`config.mk`:
```
export PLATFORM = sky130hd
export DESIGN_NAME = axis_spike_decoder
export DESIGN_NICKNAME = d
export VERILOG_FILES = /design/src/rtl/axis_spike_decoder.sv
export SDC_FILE = /design/constraint.sdc
export NUM_CORES = 1
export LEC_CHECK = 0
export CAP_MARGIN = 30
export CORE_MARGIN = 5
export CORE_UTILIZATION = 45
export DETAILED_ROUTE_END_ITERATION = 10
export PLACE_DENSITY_LB_ADDON = 0.2
export SETUP_SLACK_MARGIN = 0.4
export SYNTH_ARGS = -nofsm -noshare
export SYNTH_HDL_FRONTEND = slang
export SYNTH_SLANG_ARGS = --single-unit
```
`constraint.sdc`:
```
create_clock -name aclk -period 5.4 [get_ports aclk]
set_clock_uncertainty 0.2 [all_clocks]
set_input_delay 1.35 -clock aclk [delete_from_list [all_inputs] [get_ports aclk]]
set_output_delay 1.35 -clock aclk [all_outputs]
set_load 0.02 [all_outputs]
```
`src/rtl/axis_spike_decoder.sv`:
```
// Receive-side spike decoder: rebuilds per-time-step spike bitmaps from AXI-stream
// {block, neuron} event beats, double-buffered between accumulation and presentation.
module axis_spike_decoder #(
   parameter int T  = 4,
   parameter int N  = 8,
   parameter int TA = (T > 1) ? $clog2(T) : 1,
   parameter int NA = (N > 1) ? $clog2(N) : 1,
   parameter int CW = 16
) (
   input  logic                aclk,
   input  logic                aresetn,
   input  logic                s_tvalid,
   output logic                s_tready,
   input  logic [TA+NA-1:0]    s_tdata,
   input  logic                s_tuser,
   input  logic                s_tlast,
   output logic [T*N-1:0]      spike_out,
   output logic                spike_valid,
   input  logic                spike_ready,
   output logic [CW-1:0]       frame_count,
   output logic                err_range,
   input  logic                err_clr
);

   localparam int IW = (T * N > 1) ? $clog2(T * N) : 1;

   typedef enum logic [0:0] {
      ACCUM = 1'b0,
      HOLD  = 1'b1
   } state_t;

   state_t           state_r, state_s;
   logic [T*N-1:0]   acc_r, acc_s, beat_acc_s;
   logic [CW-1:0]    cnt_r, cnt_s, beat_cnt_s;
   logic [T*N-1:0]   out_r, out_s;
   logic [CW-1:0]    fc_r, fc_s;
   logic             valid_r, valid_s;
   logic             tready_r;
   logic             err_r, err_s;

   logic [TA-1:0]    blk_s;
   logic [NA-1:0]    nrn_s;
   logic [IW-1:0]    bit_idx_s;
   logic             in_range_s;
   logic             accept_s;
   logic             hit_s;
   logic             new_bit_s;
   logic             release_s;
   logic             read_free_s;

   assign blk_s       = s_tdata[TA+NA-1:NA];
   assign nrn_s       = s_tdata[NA-1:0];
   assign in_range_s  = (int'(blk_s) < T) && (int'(nrn_s) < N);
   assign bit_idx_s   = IW'(int'(blk_s) * N + int'(nrn_s));
   assign accept_s    = s_tvalid && (state_r == ACCUM);
   assign hit_s       = accept_s && !s_tuser && in_range_s;
   assign release_s   = valid_r && spike_ready;
   assign read_free_s = !valid_r || spike_ready;

   assign s_tready    = tready_r;
   assign spike_out   = out_r;
   assign spike_valid = valid_r;
   assign frame_count = fc_r;
   assign err_range   = err_r;

   // Write-bank image and counter as they would look after the current beat.
   always_comb begin
      beat_acc_s = acc_r;
      beat_cnt_s = cnt_r;
      new_bit_s  = 1'b0;
      if (hit_s) begin
         new_bit_s             = !acc_r[bit_idx_s];
         beat_acc_s[bit_idx_s] = 1'b1;
      end else begin
         new_bit_s = 1'b0;
      end
      if (new_bit_s && (cnt_r != {CW{1'b1}})) begin
         beat_cnt_s = cnt_r + CW'(1'b1);
      end else begin
         beat_cnt_s = cnt_r;
      end
   end

   // Next-state and bank-swap decisions; a swap copies the sealed bank into the read bank.
   always_comb begin
      state_s = state_r;
      acc_s   = acc_r;
      cnt_s   = cnt_r;
      out_s   = out_r;
      fc_s    = fc_r;
      valid_s = valid_r;
      case (state_r)
         ACCUM: begin
            if (release_s) begin
               valid_s = 1'b0;
            end else begin
               valid_s = valid_r;
            end
            if (accept_s) begin
               if (s_tlast && read_free_s) begin
                  out_s   = beat_acc_s;
                  fc_s    = beat_cnt_s;
                  valid_s = 1'b1;
                  acc_s   = {(T*N){1'b0}};
                  cnt_s   = {CW{1'b0}};
               end else if (s_tlast) begin
                  acc_s   = beat_acc_s;
                  cnt_s   = beat_cnt_s;
                  state_s = HOLD;
               end else begin
                  acc_s = beat_acc_s;
                  cnt_s = beat_cnt_s;
               end
            end else begin
               acc_s = acc_r;
               cnt_s = cnt_r;
            end
         end
         HOLD: begin
            if (release_s) begin
               out_s   = acc_r;
               fc_s    = cnt_r;
               valid_s = 1'b1;
               acc_s   = {(T*N){1'b0}};
               cnt_s   = {CW{1'b0}};
               state_s = ACCUM;
            end else begin
               state_s = HOLD;
            end
         end
         default: begin
            state_s = ACCUM;
         end
      endcase
   end

   // Sticky range error; a new error in the same cycle as a clear wins.
   always_comb begin
      if (accept_s && !s_tuser && !in_range_s) begin
         err_s = 1'b1;
      end else if (err_clr) begin
         err_s = 1'b0;
      end else begin
         err_s = err_r;
      end
   end

   // FSM state register.
   always_ff @(posedge aclk or negedge aresetn) begin
      if (!aresetn) begin
         state_r <= ACCUM;
      end else begin
         state_r <= state_s;
      end
   end

   // Bank, output and error registers.
   always_ff @(posedge aclk or negedge aresetn) begin
      if (!aresetn) begin
         acc_r    <= {(T*N){1'b0}};
         cnt_r    <= {CW{1'b0}};
         out_r    <= {(T*N){1'b0}};
         fc_r     <= {CW{1'b0}};
         valid_r  <= 1'b0;
         tready_r <= 1'b1;
         err_r    <= 1'b0;
      end else begin
         acc_r    <= acc_s;
         cnt_r    <= cnt_s;
         out_r    <= out_s;
         fc_r     <= fc_s;
         valid_r  <= valid_s;
         tready_r <= (state_s == ACCUM);
         err_r    <= err_s;
      end
   end

endmodule

```
==> impl_metrics.toml <==
[status]
status = "completed"

[timing]
slew-limit-headroom_pct = 35.1
fin_ws_ps = 802
max_freq_ghz = 0.217
fin_crit_sh_pct = 85.2
min_period_ps = 4600
tightest_slew_ps = 970
tns_ps = 0
finalMaxSlewViolations = 0
finalHoldViolCount = 0
rsz0062_at_grt = "false"
setup_viol = 0

[cells_and_area]
seqCellArea_sq_um = 2480
syn2layout_area_growth_pct = 18.6
antenna_cells = 0
layout.nets = 541
stdcell_area_sq_um = 5640
multi_input_area_sq_um = 2100
num-fill-cells = 922
utilization_pct = 54.6
drive_above_1_share_pct = 11.4

[clock_tree]
cts_resized = 0
clockBufferDepth = 2
cts_root_buf = "clkbuf_8"
cts_tree = "built"
cts_sinks = 99
cts.reportedPaths.clkPinSlew_ps = 90
cts_setup_buffers = 0
insertion_delay_ps = 380
hold_buffers = 0
h-tree-depth = 3
cts_buffers = 9

[drt]
viasPerCell = 5.46
drc = 0
ant_nets = 0
routed_wl_mm = 11.2
drt-initial-drc-count = 242
firstDrtPassIters = 4
via_count = 3652
wl_per_cell_um = 16.7

[logic_synthesis]
synth_edf_count = 0
syn-num-nets = 493
synth_area_per_cell_sq_um = 9.90
ys_ff_latch = 99
synth_cell_type_count = 53
ys_async_sr_fraction_pct = 100
syn-cell-area_sq_um = 4750
ys.flop_type = "dfrtp_1"
ys_seq_area_share_pct = 52.2
yosysWarnings = 0
netlist_instances = 480

[power]
power_mw = 1.66
power.density_nw_per_um2 = 295
vdd_drop_max_uv = 248
p_leak_nw = 2.34

[grt]
gr-total-overflow = 0
grt_first_pass_wirelength_mm = 18.9
grt_use_total_pct = 18.4
grt_pass1_vias = 3667
grt_max_degree = 69
antenna_found_initial = 0

[worst_setup_path]
crit_fanout = 13
setup.worst_path.class = "input pin to flop"
cp.required_ps = 5460
arrival_ps = 4660
end_kind = "flop"
worstSetupStartpointType = "input pin"

[run]
cap_violations = 0

[hold_path]
min_path_type = "flop to flop"

[die]
die_area_sq_um = 12700
core_sq_um = 10300
rows = 37
fp.dieW_um = 113
initial_core_util_pct = 46.0
die_h_um = 113
num_io_pins = 63

[place]
place_area_sq_um = 5450
place_worst_setup_slack_ps = 451
dpl.hpwl_mm = 7.59
place.gp.congestion = 0.867
port_buffers = 60
layout by cell type (no fill, tap or decap), drive strengths merged, types with 2 or more instances in the layout:
cell and n:
xnor2 13, nor4b 3, nand3b 2, a22o 17, a21oi 53, o211ai 3
and3b 3, nor4 7, a21o 5, mux2 12, clkdlybuf4s50 59, o21ai 63
inv 8, and2 9, or3 2, mux4 4, nor2 28, nor3 11
clkinv 3, nand2 65, buf 12, clkbuf 11, nor3b 4, dfrtp 98
nand3 9, and3 3, or2 3, a21bo 2, a31oi 2, a22oi 3
or4 2
routing by layer:
metal  part of all wire [%]  global-route usage (%)  vias to the layer above
met5                      0                       0                        -
met4                    1.4                    6.57                        0
met3                    5.8                    3.53                       15
met2                     44                    26.6                       74
met1                     49                    27.5                     1767
li1                       -                       -                     1796
metrics by stage:
| stage | hold WS [ps] | instances |
|---|---|---|
| floorplan | 266 | 480 |
| global placement | 261 | 653 |
| detailed placement | 269 | 653 |
| CTS | 290 | 669 |
| global route | 300 | 669 |
| finish | 285 | 669 |
layout make-up:
cell class              count  area share, %
clock inverters             5          0.821
multi-input cells         341           37.2
flip-flops and latches     99           44.0
well taps                 136           3.02
clock buffers              11           2.51
inverters                   6          0.400
repair buffers             71           12.1
cell families after synthesis:
logic type	after synthesis	share of synthesized area, %
simple gates	156	17.7
compound gates	153	18.7
flops	99	52.2
buf+inv	40	3.74
mux	17	4.95
xor+xnor	13	2.40
fa+ha+maj	1	0.263
other cells	1	0.0789
final timing paths:
kind | from | end | slack (ps) | cells after the start
hold / removal | frame_count[13] | frame_count[13] | 280 | 2
setup reg to reg | acc_r[15] | cnt_r[11] | 2260 | 7
max in group asynchronous | aresetn | acc_r[22] | 3190 | 2
min in group asynchronous | aresetn | frame_count[4] | 870 | 1
setup / recovery | s_tdata[1] | cnt_r[11] | 800 | 8
hold reg to reg | frame_count[13] | frame_count[13] | 280 | 2
critical path, stage by stage:
cell	delay [ps]
clkdlybuf4s50_1	930
mux2_2	420
a221oi_1	310
a21oi_1	100
or4_4	630
nor4_1	490
o21ai_0	130
mux2_2	280
synth_stat cells, types with 2 or more instances:
library cell | count | share of area (%)
dfrtp_1 | 98 | 52
nand2_1 | 65 | 5.1
o21ai_0 | 61 | 6.4
a21oi_1 | 53 | 5.6
nor2_1 | 28 | 2.2
clkbuf_1 | 24 | 1.9
a22o_1 | 17 | 3.1
xnor2_1 | 13 | 2.4
mux2_2 | 12 | 2.8
nor3_1 | 10 | 1.1
nand3_1 | 9 | 0.95
and2_1 | 7 | 0.92
inv_1 | 6 | 0.47
a21o_1 | 5 | 0.79
buf_2 | 4 | 0.42
mux4_2 | 4 | 1.9
nor3b_1 | 4 | 0.63
a22oi_1 | 3 | 0.47
and3_1 | 3 | 0.40
and3b_1 | 3 | 0.55
nor4_1 | 3 | 0.40
o211ai_1 | 3 | 0.47
a21bo_2 | 2 | 0.42
a31oi_1 | 2 | 0.26
and2_0 | 2 | 0.26
buf_1 | 2 | 0.16
buf_4 | 2 | 0.32
buf_6 | 2 | 0.47
nand3b_1 | 2 | 0.32
nor4_2 | 2 | 0.53
nor4_4 | 2 | 0.90
nor4b_4 | 2 | 1.0
o21ai_1 | 2 | 0.21
or2_2 | 2 | 0.26
or3_1 | 2 | 0.26
or4_4 | 2 | 0.47
sequential cells by signal (all words and copies together), names as in the netlist:
register,cells
acc_r,32
cnt_r,16
frame_count,16
s_tready,1
spike_out,32
spike_valid,1
state_r,1
power breakdown:
| group | switching (mW) | internal (mW) |
|---|---|---|
| Sequential | 0.0384 | 0.783 |
| Combinational | 0.255 | 0.119 |
| Clock | 0.277 | 0.188 |
(Power assumes the default switching activity.)
